### config.mk
export PLATFORM = sky130hd
export DESIGN_NAME = ws_uart_tx_flat
export DESIGN_NICKNAME = d
export VERILOG_FILES = /design/src/rtl/ws_pkg.sv /design/src/rtl/ws_uart_tx_if.sv /design/src/rtl/ws_sync_fifo.sv /design/src/rtl/ws_uart_tx.sv /design/src/flat_wrapper.sv
export SDC_FILE = /design/constraint.sdc
export NUM_CORES = 1
export LEC_CHECK = 0
export CORE_ASPECT_RATIO = 0.75
export CORE_MARGIN = 5
export CORE_UTILIZATION = 48
export CTS_CLUSTER_DIAMETER = 60
export DETAILED_ROUTE_END_ITERATION = 7
export GPL_TIMING_DRIVEN = 0
export SLEW_MARGIN = 20
export SYNTH_ARGS = -nofsm -noshare
export SYNTH_HDL_FRONTEND = slang
export SYNTH_HIERARCHICAL = 1
export SYNTH_SLANG_ARGS = --single-unit
### constraint.sdc
create_clock -name clk -period 4.6 [get_ports clk]
set_clock_uncertainty 0.2 [all_clocks]
set_input_delay 0.46 -clock clk [delete_from_list [all_inputs] [get_ports clk]]
set_output_delay 0.46 -clock clk [all_outputs]
set_load 0.02 [all_outputs]
### src/rtl/ws_pkg.sv
// Shared Whitespace CPU types: UART transmit FSM states and line constants.
package ws_pkg;

    typedef enum logic [1:0] {
        TX_IDLE,
        TX_START,
        TX_DATA,
        TX_STOP
    } txstate_t;

    localparam int   UART_DATA_BITS = 8;
    localparam logic UART_IDLE      = 1'b1;

endpackage

### src/rtl/ws_uart_tx_if.sv
// CPU-to-transmitter character handshake; a push happens when valid and ready meet on an edge.
// The master holds valid and data until ready is seen; ready depends only on registered FIFO state.
interface ws_uart_tx_if;
    logic       in_valid;
    logic [7:0] in_data;
    logic       in_ready;

    modport master (output in_valid, output in_data, input in_ready);
    modport slave  (input in_valid, input in_data, output in_ready);
endinterface

### src/rtl/ws_sync_fifo.sv
// Synchronous circular FIFO with show-ahead head output; registered count, full and empty.
// Push is ignored when full and pop is ignored when empty, even if the other side moves that edge.
module ws_sync_fifo #(
    parameter int WIDTH = 8,
    parameter int DEPTH = 16
) (
    input  logic                     clk,
    input  logic                     rst_n,
    input  logic                     push,
    input  logic [WIDTH-1:0]         push_dat,
    input  logic                     pop,
    output logic [WIDTH-1:0]         pop_dat,
    output logic                     full,
    output logic                     empty,
    output logic [$clog2(DEPTH):0]   count
);
    localparam int PTR_W = $clog2(DEPTH);
    localparam int CNT_W = PTR_W + 1;

    logic [WIDTH-1:0] mem_q [DEPTH];
    logic [WIDTH-1:0] mem_d [DEPTH];
    logic [PTR_W-1:0] wr_ptr_q, wr_ptr_d;
    logic [PTR_W-1:0] rd_ptr_q, rd_ptr_d;
    logic [CNT_W-1:0] count_q, count_d;
    logic             do_push, do_pop;

    assign full    = (count_q == CNT_W'(DEPTH));
    assign empty   = (count_q == '0);
    assign do_push = push & ~full;
    assign do_pop  = pop & ~empty;
    assign pop_dat = mem_q[rd_ptr_q];
    assign count   = count_q;

    // Power-of-two depth lets the pointers wrap by plain overflow.
    always_comb begin
        wr_ptr_d = wr_ptr_q + PTR_W'(do_push);
        rd_ptr_d = rd_ptr_q + PTR_W'(do_pop);
        count_d  = count_q;
        case ({do_push, do_pop})
            2'b10:   count_d = count_q + 1'b1;
            2'b01:   count_d = count_q - 1'b1;
            default: count_d = count_q;
        endcase
        mem_d = mem_q;
        if (do_push) begin
            mem_d[wr_ptr_q] = push_dat;
        end
    end

    always_ff @(posedge clk) begin
        if (!rst_n) begin
            wr_ptr_q <= '0;
            rd_ptr_q <= '0;
            count_q  <= '0;
        end else begin
            wr_ptr_q <= wr_ptr_d;
            rd_ptr_q <= rd_ptr_d;
            count_q  <= count_d;
        end
    end

    always_ff @(posedge clk) begin
        mem_q <= mem_d;
    end

endmodule

### src/rtl/ws_uart_tx.sv
// 8N1 UART transmitter fed by a FIFO; line falls 2 cycles after a push into an idle, empty queue.
// The CPU stalls only on a full FIFO (in_ready = !full); bit timing never backpressures it.
module ws_uart_tx
    import ws_pkg::*;
#(
    parameter int CLKS_PER_BIT = 234,
    parameter int FIFO_DEPTH   = 16
) (
    input  logic                        clk,
    input  logic                        rst_n,
    ws_uart_tx_if.slave                 cpu,
    output logic                        uart_tx,
    output logic                        busy,
    output logic [$clog2(FIFO_DEPTH):0] fifo_count
);
    localparam int                 CNT_W    = $clog2(CLKS_PER_BIT);
    localparam logic [CNT_W-1:0]   CNT_MAX  = CNT_W'(CLKS_PER_BIT - 1);
    localparam logic [2:0]         IDX_LAST = 3'(UART_DATA_BITS - 1);

    txstate_t                  state_q, state_d;
    logic [CNT_W-1:0]          cnt_q, cnt_d;
    logic [2:0]                idx_q, idx_d;
    logic [UART_DATA_BITS-1:0] sh_q, sh_d;
    logic                      tx_q, tx_d;

    logic                      push, pop, full, empty;
    logic [7:0]                head;

    assign cpu.in_ready = ~full;
    assign push         = cpu.in_valid & ~full;

    ws_sync_fifo #(
        .WIDTH (8),
        .DEPTH (FIFO_DEPTH)
    ) u_fifo (
        .clk      (clk),
        .rst_n    (rst_n),
        .push     (push),
        .push_dat (cpu.in_data),
        .pop      (pop),
        .pop_dat  (head),
        .full     (full),
        .empty    (empty),
        .count    (fifo_count)
    );

    always_comb begin
        state_d = state_q;
        cnt_d   = cnt_q;
        idx_d   = idx_q;
        sh_d    = sh_q;
        pop     = 1'b0;
        case (state_q)
            TX_IDLE: begin
                if (!empty) begin
                    pop     = 1'b1;
                    sh_d    = head;
                    cnt_d   = '0;
                    state_d = TX_START;
                end
            end
            TX_START: begin
                if (cnt_q == CNT_MAX) begin
                    cnt_d   = '0;
                    idx_d   = '0;
                    state_d = TX_DATA;
                end else begin
                    cnt_d = cnt_q + 1'b1;
                end
            end
            TX_DATA: begin
                if (cnt_q == CNT_MAX) begin
                    cnt_d = '0;
                    sh_d  = sh_q >> 1;
                    idx_d = idx_q + 3'd1;
                    if (idx_q == IDX_LAST) begin
                        state_d = TX_STOP;
                    end
                end else begin
                    cnt_d = cnt_q + 1'b1;
                end
            end
            TX_STOP: begin
                if (cnt_q == CNT_MAX) begin
                    cnt_d   = '0;
                    state_d = TX_IDLE;
                end else begin
                    cnt_d = cnt_q + 1'b1;
                end
            end
            default: state_d = TX_IDLE;
        endcase

        // Line level is decoded from the next state so the pin comes straight off a flop.
        case (state_d)
            TX_START: tx_d = 1'b0;
            TX_DATA:  tx_d = sh_d[0];
            default:  tx_d = UART_IDLE;
        endcase
    end

    always_ff @(posedge clk) begin
        if (!rst_n) begin
            state_q <= TX_IDLE;
            cnt_q   <= '0;
            idx_q   <= '0;
            sh_q    <= '0;
            tx_q    <= UART_IDLE;
        end else begin
            state_q <= state_d;
            cnt_q   <= cnt_d;
            idx_q   <= idx_d;
            sh_q    <= sh_d;
            tx_q    <= tx_d;
        end
    end

    assign uart_tx = tx_q;
    assign busy    = (state_q != TX_IDLE) || (fifo_count != '0);

endmodule

### src/flat_wrapper.sv
// flat-port wrapper written by rule: the top's interface ports become plain ports
module ws_uart_tx_flat import ws_pkg::*;
#(
    parameter int CLKS_PER_BIT = 234,
    parameter int FIFO_DEPTH   = 16
)
  (clk, rst_n, uart_tx, busy, fifo_count, cpu_in_valid, cpu_in_data, cpu_in_ready);
  ws_uart_tx_if cpu_i ();
  input  logic clk;
  input  logic rst_n;
  output logic uart_tx;
  output logic busy;
  output logic [$clog2(FIFO_DEPTH):0] fifo_count;
  input wire logic [$bits(cpu_i.in_valid)-1:0] cpu_in_valid;
  input wire logic [$bits(cpu_i.in_data)-1:0] cpu_in_data;
  output wire logic [$bits(cpu_i.in_ready)-1:0] cpu_in_ready;
  assign cpu_i.in_valid = cpu_in_valid;
  assign cpu_i.in_data = cpu_in_data;
  assign cpu_in_ready = cpu_i.in_ready;
  ws_uart_tx #(.CLKS_PER_BIT(CLKS_PER_BIT), .FIFO_DEPTH(FIFO_DEPTH)) u_core (.clk(clk), .rst_n(rst_n), .cpu(cpu_i), .uart_tx(uart_tx), .busy(busy), .fifo_count(fifo_count));
endmodule
After elaboration in Yosys (flattened, before gate mapping)
Cells that the tools add are included.
W data, S select, Z words.
- register bits after elaboration: 163
- input bits: 11
- output and inout bits: 8
- logic and storage cells: 91
- $add $sub $neg: 6
- magnitude comparators: 3
- equal/unequal tests: 13
- mux-type cells: 25
- bitwise operators: 7
- reduce and logical (&&, ||, !) cells: 12
- operator list (kind ; count):
    $bwmux W128 ; 1
    $mux W8 ; 7
    $bmux W8 S4 ; 1
    $demux W8 S4 ; 1
    $pmux W8 S2 ; 2
    $ge A5 B5 Y1 const B ; 2
    $mux W2 ; 5
    $not A4 Y5 ; 2
    $pmux W5 S2 ; 1
    $add A4 B1 Y4 ; 2
    $add A8 B1 Y8 const B ; 1
    $eq A2 B2 Y1 const B ; 4
    $eq A8 B8 Y1 const B ; 1
    $pmux W2 S4 ; 1
    $reduce_bool A2 Y1 ; 4
    $eq A2 B1 Y1 const B ; 3
    $mux W3 ; 2
    $pmux W3 S2 ; 1
    $reduce_and A3 Y1 ; 2
    $add A5 B1 Y5 const B ; 1
    $eq A5 B5 Y1 const B ; 1
    $logic_not A5 Y1 ; 1
    $lt A5 B1 Y1 const B ; 1
    $reduce_bool A5 Y1 ; 1
    other kinds (13) ; 18

Logic depth before layout (Yosys ltp)
Gate-level depths: netlist of the first run.
- depth after elaboration: 7
- mapped depth: 15
- mapped depth without buffers: 12

Hierarchy
Netlist of the first run, hierarchy kept.
- modules (own cells, without submodules) (module ; instances ; cells an instance ; area each (µm²) ; seq. area each (µm²)):
    ws_sync_fifo ; 1 ; 279 ; 5736.8 ; 4103.9
    ws_uart_tx ; 1 ; 162 ; 1346.3 ; 440.4

Worst setup path after synthesis of the first run
No wires, ideal clock.
- path type: register to register
- start: register u_core.u_fifo.count_q[1] (netlist: u_core/u_fifo/count[1])
- end: register u_core.u_fifo.count_q[2] (netlist: u_core/u_fifo/count[2])
- library setup time: 70 ps
- arrival time: 3060 ps
- data required time: 4330 ps
- setup slack: 1271 ps
- stages on the path, launching flop included: 15
- buffers on the path: 2
- clock period less this slack: 3329 ps
- cells stage by stage: dfxtp_1 -> clkbuf_1 -> nor4_1 -> nor2b_1 -> nand2b_1 -> inv_1 -> nor2b_1 -> ha_1 -> clkbuf_1 -> xor2_1 -> ha_1 -> a21oi_1 -> xor2_1 -> or3_1 -> a21oi_1
- word-level cells in the longest chain between the ends: 6
- elaborated cells on any way between the ends: 15
- those cells by class: add/sub (2); eq/ne (3); mux (3); bitwise (5); reduce/logical (2)
- RTL lines (what ; line ; RTL):
    from (decl) ; ws_sync_fifo.sv:24 ; logic [CNT_W-1:0] count_q, count_d;
    from (signal assigned) ; ws_sync_fifo.sv:58 ; count_q <= count_d;
    $logic_not A5 Y1 * ; ws_sync_fifo.sv:28 ; assign empty = (count_q == '0);
    net u_core.empty ; ws_uart_tx.sv:26 ; logic push, pop, full, empty;
    $mux W1 * ; ws_uart_tx.sv:55 ; if (!empty) begin
    $mux W1 * ; ws_uart_tx.sv:53 ; case (state_q)
    net u_core.pop ; ws_uart_tx.sv:26 ;
    $and A1 B1 Y1 * ; ws_sync_fifo.sv:30 ; assign do_pop = pop & ~empty;
    $eq A2 B1 Y1 / $eq A2 B2 Y1 (equally long branches) ; ws_sync_fifo.sv:39 ; case ({do_push, do_pop})
    $pmux W5 S2 / $reduce_bool A2 Y1 (equally long branches) ; n/a ;
The timed path passes the listed nets; every way through them passes the cells marked *.
A chain may end at the register's enable or synchronous reset.

Worst setup path in the final report of the first run
Same ends and word-level chain as after synthesis.

==> results of run 1 <==
[final cells by class]
type,instances,area (µm²)
Fill cell,1138,6170
Sequential cell,163,4540
Multi-Input combinational cell,239,2420
Clock buffer,17,425
Tap cell,200,250
Timing Repair Buffer,26,235
Clock inverter,14,201
Buffer,21,136
Inverter,18,67.6
[power by group]
part	switching (W)	leakage [nW]	internal, W
Sequential	0.0000632	1.44	0.00170
Combinational	0.000711	1.07	0.000555
Clock	0.000581	0.301	0.000914
[cells by family (layout without fill, tap and decap cells)]
logic type | Yosys count | after routing | share of synthesized area, %
DFF | 163 | 163 | 64.2
and+or+nand+nor | 107 | 107 | 8.36
AOI/OAI and AO/OA | 61 | 61 | 5.81
muxes | 47 | 47 | 15.0
buffers and inverters | 39 | 96 | 2.88
adders and majority gates | 16 | 16 | 2.83
xor gates and xnor gates | 8 | 8 | 0.989
[worst max-delay path, cell delays in order, from the launching register on]
cell and delay (ns):
dfxtp_1 0.32, clkbuf_1 0.19, nor4_1 0.37, nor2b_1 0.59
nand2b_1 0.36, inv_1 0.15, nor2b_1 0.21, ha_1 0.24
clkbuf_1 0.21, xor2_1 0.19, ha_1 0.23, a21oi_1 0.16
xor2_1 0.09, or3_1 0.31, a21oi_1 0.14
[Yosys cell counts, types with 2 or more instances]
master	instances	area, µm²
o21ai_0	17	85.1
nand3_1	12	60.1
nand3b_1	5	37.5
o31ai_1	4	30.0
a31oi_1	11	68.8
nor4_1	7	43.8
mux4_2	16	360
buf_8	2	30.0
xnor2_1	2	17.5
o21a_1	6	45.0
mux4_1	24	631
and2_1	6	37.5
nor2b_1	3	18.8
inv_1	17	63.8
dfxtp_1	35	701
xor2_1	6	52.6
nand2b_1	9	56.3
o311ai_0	2	17.5
edfxtp_1	128	3840
nor3_1	14	70.1
clkbuf_1	9	33.8
nor2_1	19	71.3
nand4b_1	3	26.3
nand2_1	21	78.8
ha_1	16	200
mux2i_1	7	70.1
buf_2	6	30.0
a21oi_1	8	40.0
a41oi_1	2	17.5
[state kept, by name, summed over array words and instances, names as in the netlist]
signal	flops
u_core/u_fifo/mem_q	128
u_core/cnt_q	8
u_core/sh_q	8
u_core/u_fifo/count	5
u_core/u_fifo/rd_ptr_q	4
u_core/u_fifo/wr_ptr_q	4
u_core/idx_q	3
u_core/state_q	2
u_core/uart_tx	1
[how the worst max path moves through the flow]
stage                              to  slack [ns]  depth (start not counted)
6_report       u_core/u_fifo/count[2]        0.57                         14
5_1_grt        u_core/u_fifo/count[2]        0.22                         14
4_1_cts        u_core/u_fifo/count[2]        0.66                         14
3_5_place_dp   u_core/u_fifo/count[2]        0.69                         14
3_3_place_gp   u_core/u_fifo/count[2]        0.71                         14
2_1_floorplan  u_core/u_fifo/count[2]        1.27                         14
[routing by layer]
layer  vias up  part of all wire [%]  GRT usage (%)
li1       1849                     -              -
met1      2033                    49           27.1
met2       114                    44           26.1
met3        13                   5.8           4.73
met4         0                   1.3           5.79
met5         -                     0              0
[stage by stage]
| stage | util [%] | instances | hold slack [ns] |
|---|---|---|---|
| floorplan | - | 441 | 0.240 |
| global placement | 52.0 | 659 | 0.248 |
| detailed placement | 53.0 | 667 | 0.253 |
| CTS | 57.3 | 698 | 0.268 |
| global route | 57.3 | 698 | 0.286 |
| finish | 57.3 | 698 | 0.264 |
==> metrics.yaml, run 1 <==
die:
  dieArea_um2: 17300
  ios: 19
  rows: 38
  design.core.area_um2: 14500
  start_util_pct: 49.0
  die_w_um: 150
  die_h_um: 115
synth:
  avgSynthCellArea_um2: 16.1
  yosysSeqAreaShare_pct: 64.2
  yosysWarnings: 6
  netlist_instances: 441
  async_reset_ff_share_pct: 0
  synth_edf_count: 128
  syn-num-nets: 468
  ys_ff_latch: 163
  synth.cell_area_um2: 7080
  synth_ff_type: "edfxtp_1"
  ys_types: 53
clocking:
  cts_root_buf: "clkbuf_16"
  cts_tree: "yes"
  htreeDepth: 4
  cts.sinks: 163
  cts_inserted_buffers: 17
  ctsHoldBuffers: 0
  clock_path_buffers: 2
  clk_pin_slew_ns: 0.06
  ctsResizeCount: 0
  clk_latency_ns: 0.42
  cts_setup_buffers: 0
routing:
  ant_nets: 0
  post-route-drc-count: 0
  drt_first_iter_violations: 373
  avgViaCountPerCell: 5.74
  drt_first_pass_iters: 5
  wl_um: 14400
  wl_per_cell_um: 20.7
  vias: 4009
power:
  p_leak_nw: 2.81
  peakVddDrop_uv: 363
  p_total_w: 0.00453
  p_per_area_nw_per_um2: 547
global_routing:
  first_global_vias: 3876
  grt_max_degree: 17
  grt_antenna_before_repair: 0
  grt_usage_pct: 18.1
  grt_first_pass_wirelength_um: 22700
  grt-ovfl-total: 0
critical_path:
  startpoint: "u_core/u_fifo/count[1]"
  required_ns: 4.76
  end_kind: "register"
  critical_path.startpoint_type: "register"
  timing.rr.end: "u_core/u_fifo/count[2]"
  crit_type: "register to register"
  reg2reg_slack_ns: 0.57
  r2r_cells: 14
  path_max_fanout: 9
  r2r-start: "u_core/u_fifo/count[1]"
  cp.arrival_ns: 4.18
cells_and_area:
  final_common_cell: "edfxtp_1"
  finalNetCount: 513
  areaGrowthSynthToFinish_pct: 16.9
  mostFrequentLayoutCells: "128 x edfxtp_1, 35 x dfxtp_1, 24 x mux4_1"
  drive_above_1_share_pct: 18.7
  fin_area_um2: 8280
  antenna_cells: 0
sta:
  setup_slack_ns: 0.575
  relSlewSlack_pct: 37.3
  hold_violations: 0
  setup_viol: 0
  max_freq_mhz: 248
  tns_ns: 0
  drv_slew: 0
  worst_pin_slew_ns: 0.936
  rsz0062_at_grt: "no"
  min_period_ns: 4.03
  period_share_pct: 87.5
job:
  max-cap-violations: 0
placed_design:
  place_congestion: 0.818
  hpwlAfterDp_um: 9910
  io_buffers: 18
  pre_cts_ws_ns: 0.690
  placed_area_um2: 7650
min_path:
  hold_depth: 1
  holdCritPathClass: "register to register"
  min_from: "u_core/sh_q[6]"
  hold_end: "u_core/sh_q[6]"
status:
  status: "completed"
(Power assumes the default switching activity.)
==> run 2: changes to the inputs <==
--- a/config.mk
+++ b/config.mk
@@ -5,12 +5,14 @@
 export SDC_FILE = /design/constraint.sdc
 export NUM_CORES = 1
 export LEC_CHECK = 0
+export CAP_MARGIN = 20
 export CORE_ASPECT_RATIO = 0.75
 export CORE_MARGIN = 5
 export CORE_UTILIZATION = 48
 export CTS_CLUSTER_DIAMETER = 60
 export DETAILED_ROUTE_END_ITERATION = 7
 export GPL_TIMING_DRIVEN = 0
+export PLACE_DENSITY = 0.67
 export SLEW_MARGIN = 20
 export SYNTH_ARGS = -nofsm -noshare
 export SYNTH_HDL_FRONTEND = slang
==> constraint.sdc (replaced) <==
create_clock -name clk -period 3.5 [get_ports clk]
set_clock_uncertainty 0.2 [all_clocks]
set_input_delay 0.35 -clock clk [delete_from_list [all_inputs] [get_ports clk]]
set_output_delay 0.35 -clock clk [all_outputs]
set_load 0.02 [all_outputs]
==> metrics.yaml, run 2 (synthesis gave the netlist of run 1 again) <==
status:
  status: "completed"
cells_and_area:
  fin_area_um2: 8220  # -0.70%
  final_cells: 697  # -0.14%
  register_area_um2: 4550  # about the same
  multi_input_area_um2: 2440  # +0.88%
  largestRegisters: "u_core/u_fifo/mem_q: 128 flops, u_core/cnt_q: 8 flops, u_core/sh_q: 8 flops"
  fill_cells: 1124  # -1.2%
  largest_register_ffs: 128  # unchanged
  mostFrequentLayoutCells: "128 x edfxtp_1, 34 x dfxtp_1, 24 x mux4_1"
  finalNetCount: 511  # -0.39%
  drive_above_1_share_pct: 20.1  # +1.4 points
  largest_register: "u_core/u_fifo/mem_q"
  areaGrowthSynthToFinish_pct: 16.1
  antenna_cells: 0  # unchanged
  final_common_cell: "edfxtp_1"
sta:
  hold_violations: 0  # unchanged
  period_share_pct: 92.9  # +5.4 points
  drv_slew: 0  # unchanged
  rsz0062_at_grt: "no"
  worst_pin_slew_ns: 0.882  # -0.0531 ns
  min_period_ns: 3.25  # -0.773 ns
  max_freq_mhz: 307  # +24%
  relSlewSlack_pct: 40.9  # +3.6 points
  setup_slack_ns: 0.248  # -0.327 ns
  setup_viol: 0  # unchanged
die:
  ios: 19  # unchanged
  start_util_pct: 49.0  # unchanged
  design.core.area_um2: 14500  # unchanged
  dieArea_um2: 17300  # unchanged
  rows: 38  # unchanged
  die_w_um: 150  # unchanged
  die_h_um: 115  # unchanged
clocking:
  clk_pin_slew_ns: 0.07  # about the same
  clk_latency_ns: 0.42  # about the same
  cts.sinks: 163  # unchanged
  ctsHoldBuffers: 0  # unchanged
  cts_tree: "yes"
  clock_path_buffers: 2  # unchanged
  cts_root_buf: "clkbuf_16"
  htreeDepth: 4  # unchanged
  cts_inserted_buffers: 17  # unchanged
routing:
  ant_nets: 0  # unchanged
  wl_per_cell_um: 20.3  # -1.6%
  vias: 3999  # -0.25%
  post-route-drc-count: 0  # unchanged
  drt_first_iter_violations: 378  # +1.3%
  avgViaCountPerCell: 5.74  # -0.11%
  drt_first_pass_iters: 5  # unchanged
  wl_um: 14200  # -1.8%
power:
  seqPwrFrac_pct: 40.5  # +1.5 points
  switching_share_pct: 31.5  # +1.5 points
  p_comb_share_pct: 29.9  # +1.9 points
  switchingPower_w: 0.00182  # +34%
  peakVddDrop_uv: 363  # about the same
  p_leak_nw: 2.79  # -0.94%
  p_per_area_nw_per_um2: 704  # +29%
  p_int_w: 0.00397  # +25%
  clkPwrFrac_pct: 29.5  # -3.5 points
  p_total_w: 0.00579  # +28%
job:
  max-cap-violations: 0  # unchanged
placed_design:
  pre_cts_ws_ns: -0.419  # -1.11 ns
  place_congestion: 0.842  # +2.9%
  hpwlAfterDp_um: 9670  # -2.4%
  placed_area_um2: 7640  # -0.20%
  placedCellCount: 665  # -0.30%
  io_buffers: 18  # unchanged
global_routing:
  grt_max_degree: 17  # unchanged
  grt_antenna_before_repair: 0  # unchanged
  grt_usage_pct: 17.5  # -0.61 points
  first_global_vias: 3889  # +0.34%
  grt-ovfl-total: 0  # unchanged
  grt_first_pass_wirelength_um: 22200  # -2.5%
critical_path:
  critical_path.startpoint_type: "register"
  r2r-start: "u_core/u_fifo/count[0]"
  path_max_fanout: 9  # unchanged
  required_ns: 3.65  # -1.11 ns
  cp.arrival_ns: 3.40  # -0.78 ns
  end_kind: "register"
  startpoint: "u_core/u_fifo/count[0]"
  crit_type: "register to register"
  reg2reg_slack_ns: 0.25  # -0.33 ns
  timing.rr.end: "u_core/u_fifo/count[2]"
  r2r_cells: 12  # -2
min_path:
  holdCritPathClass: "register to register"
  hold_end: "u_core/sh_q[5]"
  min_from: "u_core/sh_q[5]"
  hold_depth: 1  # unchanged
-- run 2: cell types whose count changed in the layout (fill, tap and decap cells not counted), moves of 2 or more --
cell and change:
buf_4 +2, bufinv_16 -4, clkbuf_1 -3, clkinv_2 +2
-- run 2: critical path, stage by stage, from the launching register on --
cell      delay [ns]
dfxtp_1         0.40
nor4_2          0.39
nor2b_4         0.31
nand2b_2        0.23
inv_1           0.11
nor2b_1         0.19
ha_2            0.26
xor2_1          0.16
ha_1            0.22
a21oi_1         0.16
xor2_1          0.09
or3_1           0.30
a21oi_1         0.14
-- run 2: layout make-up --
| type | instances | share of cell area [%] |
|---|---|---|
| tap | 200 | 3.04 |
| clock inverter | 15 | 1.49 |
| multi-input combinational | 239 | 29.7 |
| timing repair buffer | 27 | 2.95 |
| sequential | 163 | 55.3 |
| buffer | 18 | 1.55 |
| inverter | 18 | 0.822 |
| clock buffer | 17 | 5.17 |
-- run 2: worst max-delay path by stage --
stage,end,cells after the start
floorplan,u_core/u_fifo/count[2],14
global placement,u_core/u_fifo/count[2],14
global route,u_core/u_fifo/count[2],12
detailed placement,u_core/u_fifo/count[2],14
CTS,u_core/u_fifo/count[2],14
finish,u_core/u_fifo/count[2],12
-- run 2: stage by stage --
step | util (%) | setup TNS [ns] | hold slack [ns]
after floorplan | - | 0 | 0.240
after global placement | 52.0 | -0.627 | 0.248
after detailed placement | 52.8 | -0.851 | 0.255
after CTS | 56.7 | 0 | 0.270
after global routing | 56.9 | 0 | 0.291
final | 56.9 | 0 | 0.276
-- run 2: layer usage --
layer | track usage (%) | vias to the layer above | share of wire (%)
li1 | - | 1846 | -
met1 | 26.3 | 2030 | 48
met2 | 25.9 | 112 | 45
met3 | 3.90 | 11 | 6.0
met4 | 4.75 | 0 | 0.73
met5 | 0 | - | 0
-- run 2: repair_timing --
item,4_1_cts,5_1_grt
setup endpoints to repair,3,2
gates resized for setup,5,4
setup buffers,0,3
endpoints found under the hold margin,0,0
-- run 2: power groups by stage --
stage / combinational, W / clock, W / sequential, W
floorplan: 0.00113 / 0 / 0.00238
global placement: 0.00157 / 0 / 0.00235
detailed placement: 0.00165 / 0 / 0.00236
CTS: 0.00168 / 0.00174 / 0.00232
global route: 0.00187 / 0.00182 / 0.00237
finish: 0.00173 / 0.00171 / 0.00235
==> run 3: changes to the inputs <==
--- a/config.mk
+++ b/config.mk
@@ -10,6 +10,7 @@
 export CORE_MARGIN = 5
 export CORE_UTILIZATION = 48
 export CTS_CLUSTER_DIAMETER = 60
+export CTS_CLUSTER_SIZE = 25
 export DETAILED_ROUTE_END_ITERATION = 7
 export GPL_TIMING_DRIVEN = 0
 export PLACE_DENSITY = 0.67
==> results of run 3 <==
No change in the layout: final DEF, timing and power equal those of run 2.
==> patch: new RTL, config.mk and constraints of run 3 <==
`CLKS_PER_BIT` is set to 234 in 2 places; all go to 468.
--- a/src/rtl/ws_uart_tx.sv
+++ b/src/rtl/ws_uart_tx.sv
@@ -3,7 +3,7 @@
 module ws_uart_tx
     import ws_pkg::*;
 #(
-    parameter int CLKS_PER_BIT = 234,
+    parameter int CLKS_PER_BIT = 468,
     parameter int FIFO_DEPTH   = 16
 ) (
     input  logic                        clk,
--- a/src/flat_wrapper.sv
+++ b/src/flat_wrapper.sv
@@ -1,7 +1,7 @@
 // flat-port wrapper written by rule: the top's interface ports become plain ports
 module ws_uart_tx_flat import ws_pkg::*;
 #(
-    parameter int CLKS_PER_BIT = 234,
+    parameter int CLKS_PER_BIT = 468,
     parameter int FIFO_DEPTH   = 16
 )
   (clk, rst_n, uart_tx, busy, fifo_count, cpu_in_valid, cpu_in_data, cpu_in_ready);
Formal check against the unedited RTL: no difference found for any inputs over 10 cycles, from zero or initial values and one cycle with rst_n low; that may be too few to reach the edited logic, so the function may still have changed.
==> patch against run 3 <==
Area after synthesis fell by 0.44%; setup slack got worse by 0.015 ns; final area fell by 0.61%; highest routed layer unchanged; count of clock-buffer cells in the layout rose by 2; routed wire length fell by 0.45%; combinational power rose by 5%; power rose by 1.3%; cell count fell by 2.6%; sequential cell count rose by 1.
==> patch: results (changes against run 3) <==
Regs by FF count u_core/u_fifo/mem_q (128), u_core/cnt_q (9), u_core/sh_q (8); post-synth cell types 52 (-1.9%); top cells by area, synth edfxtp_1 55%, dfxtp_1 10%, mux4_1 8.9%; wire length per cell 20.77 um (+2.2%); DP Wirelength 9568 um (-1.0%); initial DRC count 351 (-7.1%); hold_buf cts 0 (unchanged); Longest Clk Path Bufs 2 (unchanged); first-pass GRT wire length 21820 um (-1.6%); root buffer cell clkbuf_16; routability cong. 0.7950 (-5.6%); drt via density 5.786 (+0.85%); switching share of total power 31.07% (-0.40 points); Vias 3929 (-1.8%); top cells by count, synth 128 x edfxtp_1, 36 x dfxtp_1, 24 x mux4_1; hold path depth 2 (+1); post-CTS sizing 6 (+1); total power draw 5.870 mW (+1.3%); Post-Place Cells 651 (-2.1%); Syn. warnings 6 (unchanged); Worst-Margin Slew 0.9862 ns (+0.1038 ns); Post-Syn Nets 453 (-3.2%); largest net degree at the start of global routing 17 (unchanged); fin nets 494 (-3.3%); sequential area share after synthesis 64.73% (+0.57 points); GRT Util Overall 17.28% (-0.21 points); Area after DPL 7627 um2 (-0.15%); Logic pwr share 31.0% (+1.1 points); share of layout cells above drive strength 1 19.42% (-0.71 points); Pre-antenna DRT Iters 4 (-1); worst vdd ir 399.5 uV (+9.9%); number of synthesized flops with an enable pin 128 (unchanged); Pleak 2.773 nW (-0.48%); H-tree levels 4 (unchanged); CP Max Fanout 10 (+1); status finished clean; DP Worst Slack -0.4201 ns (-0.0008840 ns); Most used DFF post-synth edfxtp_1; Synth Instances 425 (-3.6%); Num CTS Buffers 17 (unchanged)
==> patch: final cells by class <==
cell class | count | area [um2]
multi-input combinational | 229 | 2407
clock inverter | 13 | 98.84
timing repair buffer | 26 | 240.2
clock buffer | 19 | 432.9
tap | 200 | 250.2
inverter | 8 | 30.03
sequential | 164 | 4567
buffer | 20 | 146.4
fill | 1133 | 6281
==> patch: worst max-delay path: cells and delay by family, from the launching register on <==
family,cells,cell delay (ns)
AND/OR/NAND/NOR,5,1.40
adder cells (fa/ha/maj),2,0.43
buffers and inverters,1,0.19
AO/OA/AOI/OAI,2,0.32
XOR/XNOR,2,0.24
flip-flops,1,0.39
==> patch: worst paths after layout <==
check	start	endpoint	slack [ns]
worst min register to register	u_core/sh_q[7]$_SDFFE_PN0P_	u_core/sh_q[7]$_SDFFE_PN0P_	0.27
worst max-delay path	u_core/u_fifo/count[0]$_SDFFE_PN0P_	u_core/u_fifo/count[2]$_SDFFE_PN0P_	0.23
worst max register to register	u_core/u_fifo/count[0]$_SDFFE_PN0P_	u_core/u_fifo/count[2]$_SDFFE_PN0P_	0.23
worst min-delay path	u_core/sh_q[7]$_SDFFE_PN0P_	u_core/sh_q[7]$_SDFFE_PN0P_	0.27
==> patch: per-layer routing <==
layer	routed length, um	part of all wire [%]	vias to the layer above	global-route usage, %
met5	0	0	-	0
met1	6594	47	2030	24.56
met4	199	1.4	0	5.545
met3	803	5.7	15	4.177
li1	-	-	1778	-
met2	6504	46	106	26.66
==> patch: logic make-up after synthesis <==
kind of cell               synth area share, %
AOI/OAI and AO/OA                        4.472
DFF                                      64.73
xor gates and xnor gates                 1.863
and+or+nand+nor                          8.357
muxes                                    14.90
buffers and inverters                    2.662
adders and majority gates                3.016
